### config.mk
export PLATFORM = sky130hd
export DESIGN_NAME = pipe_stage_buf
export DESIGN_NICKNAME = d
export VERILOG_FILES = /design/src/rtl/pipe_pkg.sv /design/src/rtl/pipe_slot.sv /design/src/rtl/pipe_stage_buf.sv
export SDC_FILE = /design/constraint.sdc
export NUM_CORES = 1
export LEC_CHECK = 0
export ABC_AREA = 1
export CORE_MARGIN = 4
export CORE_UTILIZATION = 52
export DETAILED_ROUTE_END_ITERATION = 12
export PLACE_DENSITY = 0.81
export SLEW_MARGIN = 20
export SYNTH_ARGS = -nofsm -noshare
export SYNTH_HDL_FRONTEND = slang
export SYNTH_SLANG_ARGS = --single-unit
export TNS_END_PERCENT = 100
### constraint.sdc
create_clock -name clk -period 2.7 [get_ports clk]
set_input_delay 0.675 -clock clk [delete_from_list [all_inputs] [get_ports clk]]
set_output_delay 0.675 -clock clk [all_outputs]
set_load 0.05 [all_outputs]
### src/rtl/pipe_pkg.sv
// Shared definitions for the valid/ready pipeline stage buffer used between CPU stages.
// Holds the occupancy state encoding and the default field widths.
package pipe_pkg;

    typedef enum logic [1:0] {
        EMPTY = 2'd0,
        ONE   = 2'd1,
        TWO   = 2'd2
    } state_t;

    localparam int PIPE_CTRL_W = 16;
    localparam int PIPE_DATA_W = 128;

endpackage

### src/rtl/pipe_slot.sv
// One storage entry of a pipeline stage: valid flag, control field and data field.
// Invalidation zeroes control but keeps data; reset zeroes everything.
module pipe_slot
    import pipe_pkg::*;
#(
    parameter int CTRL_W = PIPE_CTRL_W,
    parameter int DATA_W = PIPE_DATA_W
) (
    input  logic              clk,
    input  logic              regReset,
    input  logic              load,
    input  logic              clr,
    input  logic [CTRL_W-1:0] in_ctrl,
    input  logic [DATA_W-1:0] in_data,
    output logic              valid,
    output logic [CTRL_W-1:0] ctrl,
    output logic [DATA_W-1:0] data
);

    logic              valid_reg;
    logic [CTRL_W-1:0] ctrl_reg;
    logic [DATA_W-1:0] data_reg;

    // Clear wins over load so a flushed entry can never leave a stale control bit behind.
    always_ff @(posedge clk) begin
        if (regReset) begin
            valid_reg <= 1'b0;
            ctrl_reg  <= '0;
            data_reg  <= '0;
        end else if (clr) begin
            valid_reg <= 1'b0;
            ctrl_reg  <= '0;
        end else if (load) begin
            valid_reg <= 1'b1;
            ctrl_reg  <= in_ctrl;
            data_reg  <= in_data;
        end
    end

    assign valid = valid_reg;
    assign ctrl  = ctrl_reg;
    assign data  = data_reg;

endmodule

### src/rtl/pipe_stage_buf.sv
// Reusable inter-stage pipeline register with valid/ready handshake, flush and
// an optional two-entry skid buffer that makes in_ready a pure register output.
module pipe_stage_buf
    import pipe_pkg::*;
#(
    parameter int CTRL_W = PIPE_CTRL_W,
    parameter int DATA_W = PIPE_DATA_W,
    parameter int SKID   = 1
) (
    input  logic              clk,
    input  logic              regReset,
    input  logic              flush,
    input  logic              in_valid,
    output logic              in_ready,
    input  logic [CTRL_W-1:0] in_ctrl,
    input  logic [DATA_W-1:0] in_data,
    output logic              out_valid,
    input  logic              out_ready,
    output logic [CTRL_W-1:0] out_ctrl,
    output logic [DATA_W-1:0] out_data,
    output logic [1:0]        occupancy
);

    logic              accept;
    logic              pop;
    logic              main_load;
    logic              main_clr;
    logic [CTRL_W-1:0] main_ctrl_in;
    logic [DATA_W-1:0] main_data_in;
    logic              main_valid;
    logic [CTRL_W-1:0] main_ctrl;
    logic [DATA_W-1:0] main_data;

    assign accept = in_valid & in_ready;
    assign pop    = main_valid & out_ready;

    pipe_slot #(.CTRL_W(CTRL_W), .DATA_W(DATA_W)) u_main (
        .clk      (clk),
        .regReset (regReset),
        .load     (main_load),
        .clr      (main_clr),
        .in_ctrl  (main_ctrl_in),
        .in_data  (main_data_in),
        .valid    (main_valid),
        .ctrl     (main_ctrl),
        .data     (main_data)
    );

    assign out_valid = main_valid;
    assign out_ctrl  = main_ctrl;
    assign out_data  = main_data;

    generate
        if (SKID != 0) begin : g_skid
            state_t            state_reg;
            state_t            state_next;
            logic              skid_load;
            logic              skid_clr;
            logic              skid_valid;
            logic [CTRL_W-1:0] skid_ctrl;
            logic [DATA_W-1:0] skid_data;

            pipe_slot #(.CTRL_W(CTRL_W), .DATA_W(DATA_W)) u_skid (
                .clk      (clk),
                .regReset (regReset),
                .load     (skid_load),
                .clr      (skid_clr),
                .in_ctrl  (in_ctrl),
                .in_data  (in_data),
                .valid    (skid_valid),
                .ctrl     (skid_ctrl),
                .data     (skid_data)
            );

            // When full, the main slot refills from the skid slot to keep FIFO order.
            assign main_ctrl_in = (state_reg == TWO) ? skid_ctrl : in_ctrl;
            assign main_data_in = (state_reg == TWO) ? skid_data : in_data;
            assign in_ready     = (state_reg != TWO);
            assign occupancy    = {skid_valid, main_valid & ~skid_valid};

            always_comb begin
                state_next = state_reg;
                main_load  = 1'b0;
                main_clr   = 1'b0;
                skid_load  = 1'b0;
                skid_clr   = 1'b0;
                if (flush) begin
                    state_next = EMPTY;
                    main_clr   = 1'b1;
                    skid_clr   = 1'b1;
                end else begin
                    case (state_reg)
                        EMPTY: begin
                            if (accept) begin
                                main_load  = 1'b1;
                                state_next = ONE;
                            end
                        end
                        ONE: begin
                            if (accept && !pop) begin
                                skid_load  = 1'b1;
                                state_next = TWO;
                            end else if (pop && !accept) begin
                                main_clr   = 1'b1;
                                state_next = EMPTY;
                            end else if (accept && pop) begin
                                main_load  = 1'b1;
                            end
                        end
                        TWO: begin
                            if (pop) begin
                                main_load  = 1'b1;
                                skid_clr   = 1'b1;
                                state_next = ONE;
                            end
                        end
                        default: state_next = EMPTY;
                    endcase
                end
            end

            always_ff @(posedge clk) begin
                if (regReset) begin
                    state_reg <= EMPTY;
                end else begin
                    state_reg <= state_next;
                end
            end
        end else begin : g_single
            assign main_ctrl_in = in_ctrl;
            assign main_data_in = in_data;
            assign in_ready     = !main_valid || out_ready;
            assign occupancy    = {1'b0, main_valid};

            always_comb begin
                main_load = 1'b0;
                main_clr  = 1'b0;
                if (flush) begin
                    main_clr = 1'b1;
                end else if (accept) begin
                    main_load = 1'b1;
                end else if (pop) begin
                    main_clr = 1'b1;
                end
            end
        end
    endgenerate

endmodule

==> parameters.txt <==
Parameter                              Value

Run status
  Outcome ... finished clean

Clock network
  Depth of the CTS H-tree ... 2
  Total CTS buffers ... 34
  Clk sink count ... around 290
  Clock-pin transition on the worst setup and hold timing paths ... 0.06 ns
  Later-pin clock latency in the skew report ... around 0.5 ns
  Setup Buffers After CTS ... 0
  Clock root buffer master ... clkbuf_16
  CTS tree ... built
  Post-cts sizing count ... 0
  Clock Path Buffers ... 3
  Number of hold buffers added after CTS ... 0

Place
  Post-DP HPWL ... around 26000 um
  Weighted congestion at the end of routability-driven global placement ... 0.8460
  DP Area ... 0.01754 sq mm
  Worst Setup Slack post-DPL ... 0.06735 ns
  Count of input and output buffers ... 296

Run
  Max capacitance violation total ... 0

Synth
  Top-area cell type share of the netlist area ... 40.73%
  Sequential-to-total area share from yosys stat ... 40.73%
  Count of state elements after synthesis ... 292
  Synth cell count leaders ... nand2_1 (553), nor2_1 (426), inv_1 (389), dfxtp_1 (292), o21ai_0 (157)
  Synth Area per Inst ... slightly above 6 sq um
  Main flop type after synthesis ... dfxtp_1
  Number of distinct library cells after synthesis ... 22
  Library cell with the highest instance count after synthesis ... nand2_1
  Yosys warning count ... 0
  Fraction of registers with async set/reset ... 0%
  Cell count after synthesis ... 2310
  Largest cells by area after synthesis ... dfxtp_1 (41%), nand2_1 (14%), nor2_1 (11%)
  Post-synth top area cell ... dfxtp_1
  Total nets after synthesis ... about 2500
  Post-synthesis instance area ... ~0.014 sq mm
  Number of enable flip-flop cells after synthesis ... 0

Drt
  Router iterations before antenna repair ... 6
  Average wire per cell in the routed design ... 14.59 um
  Number of routed nets with antenna violations ... 0
  Initial DRC Count ... 1500
  Vias ... 14697
  Detailed-route DRC error count ... 0
  Routed wire length ... 41880 um
  Detail-routed via count per cell ... between 5 and 6

STA
  Slew HR ... between 20% and 30%
  Setup repair after global routing missed its margin ... no
  Maximum clock frequency ... 386.5 MHz
  Setup slack of the critical path after layout ... 0.1127 ns
  Fin crit share ... 95.82%
  Final-report max-slew violation count ... 0
  Final setup violation count ... 0
  Transition at the pin with the smallest max-transition slack ... 1.062 ns
  Setup TNS after final layout ... 0 ns
  Number of hold-slack violations in the final timing report ... 0
  Final critical delay including setup and external delays ... 2.587 ns
  Fin Clk Skew ... 0.009493 ns

GRT
  M3 GR Usage ... 6.764%
  Routing usage on met1 ... 34.19%
  Initial antenna violation count ... 2
  Global-route track usage on met2 ... between 40% and 50%
  Total overflow reported by the global router ... 0
  Peak-usage layer in the global routing report ... met2
  Pin count of the biggest net entering global routing ... 129
  GRT Resource Usage Total ... 26.99%
  Vias in the first global route ... 14005
  Wire length of the first global-routing pass ... roughly 69000 um

Floorplan
  Starting density of the core ... 53.11%
  Floorplan die width ... 174.1 um
  IO Count ... 297
  Core box area ... 0.02703 sq mm
  Y dimension of the die ... 174.1 um
  Total Die Area ... 0.03032 sq mm
  Num rows ... 60

Critical path
  Startpoint types ... flip-flop
  Element type at the critical path end ... output port
  Worst path max stage delay ... 0.82 ns
  Critical path's slowest cell ... clkdlybuf4s50_1
  Start-to-end type of the worst setup path ... flip-flop to output port
  Data arrival time of the critical path ... approximately 1.9 ns
  Required time worst endpoint ... roughly 2.0 ns
  Worst path cell trace ... inv_1 -> nor2_1 -> clkdlybuf4s50_1
  Biggest fanout along the worst timing path ... 4
  Internal reg-to-reg setup slack ... 0.63 ns

Power
  Peak supply drop ... 0.4116 mV
  Ratio of total power to cell area ... 601.7 mW/mm^2
  Pleak ... 0.008995 uW

Layout
  Final standard cell utilization of the core ... 69.04%
  Filler cells ... 2301
  Number of nets in the layout ... 2656
  Layout cells sized above 1 ... between 4 and 5%
  Summed area of non-filler cells in the final layout ... around 0.019 sq mm
  Relative area change from synthesis to final layout ... 30.01%

Worst hold path
  Path type of the worst min-delay path ... flip-flop to flip-flop
## where the power goes
| group | switching, uW | total (uW) | leakage [uW] | internal, uW |
|---|---|---|---|---|
| registers | 109 | 4610 | 0.00238 | 4500 |
| clock network | 1790 | 4560 | 0.000545 | 2780 |
| logic | 1290 | 2050 | 0.00607 | 763 |
## routing by layer
metal | up-vias | part of all wire, %
li1 | 7402 | -
met1 | 6605 | 42
met2 | 615 | 46
met3 | 75 | 9.3
met4 | 0 | 2.7
met5 | - | 0
## logic make-up after synthesis
family / Yosys count / share of synthesized area [%]
flip-flops: 292 / 40.73
AND/OR/NAND/NOR: 1259 / 36.88
buffers and inverters: 580 / 15.84
AO/OA/AOI/OAI: 176 / 6.285
adder cells (fa/ha/maj): 3 / 0.2616
## cell type report
| type | instances | area (sq um) | area share [%] |
|---|---|---|---|
| Clock inverter | 4 | 51.30 | 0.2749 |
| Clock buffer | 53 | 1056 | 5.659 |
| Tap cell | 341 | 426.7 | 2.287 |
| Multi-Input combinational cell | 1438 | 6271 | 33.61 |
| Timing Repair Buffer | 326 | 3436 | 18.41 |
| Sequential cell | 292 | 5849 | 31.35 |
| Antenna cell | 4 | 10.01 | 0.05364 |
| Inverter | 412 | 1559 | 8.355 |
## through the flow
| step | hold slack, ns | cells | total power (uW) |
|---|---|---|---|
| after floorplan | 0.4239 | 2310 | 5974 |
| after global placement | 0.4334 | 2809 | 6709 |
| after detailed placement | 0.4418 | 2809 | 6744 |
| after CTS | 0.4507 | 2866 | 11300 |
| after global routing | 0.4720 | 2868 | 11710 |
| final | 0.4474 | 2870 | 11230 |
## worst max-delay path: cells and delay by family (launching register included)
kind / cells / cell delay, ns
buffers and inverters: 2 / 0.88
flip-flops: 1 / 0.43
AND/OR/NAND/NOR: 1 / 0.10
## path summary, 6_finish.rpt
path / startpoint / endpoint / cells past startpoint
setup / recovery: u_main.valid / occupancy[0] / 3
hold reg to reg: g_skid.u_skid.ctrl[3] / g_skid.u_skid.ctrl[3] / 2
setup reg to reg: g_skid.state_reg[1] / u_main.data[51] / 9
hold / removal: g_skid.u_skid.ctrl[3] / g_skid.u_skid.ctrl[3] / 2
## layout by cell type, fill, tap and decap left out
| cell type | instances |
|---|---|
| a211oi_1 | 3 |
| a21oi_1 | 13 |
| a22oi_1 | 1 |
| a31oi_2 | 1 |
| buf_12 | 20 |
| buf_4 | 11 |
| bufinv_16 | 1 |
| clkbuf_1 | 9 |
| clkbuf_16 | 37 |
| clkbuf_8 | 7 |
| clkdlybuf4s50_1 | 295 |
| clkinv_2 | 2 |
| dfxtp_1 | 291 |
| dfxtp_4 | 1 |
| diode_2 | 4 |
| ha_1 | 3 |
| inv_1 | 387 |
| inv_2 | 21 |
| inv_4 | 3 |
| inv_6 | 1 |
| inv_8 | 1 |
| nand2_1 | 551 |
| nand2_4 | 2 |
| nand3_1 | 131 |
| nand3_4 | 3 |
| nand3b_1 | 16 |
| nand4_1 | 128 |
| nor2_1 | 426 |
| nor2_2 | 2 |
| o21ai_0 | 157 |
| o311ai_0 | 1 |
Power figures use the tool's default switching activity.
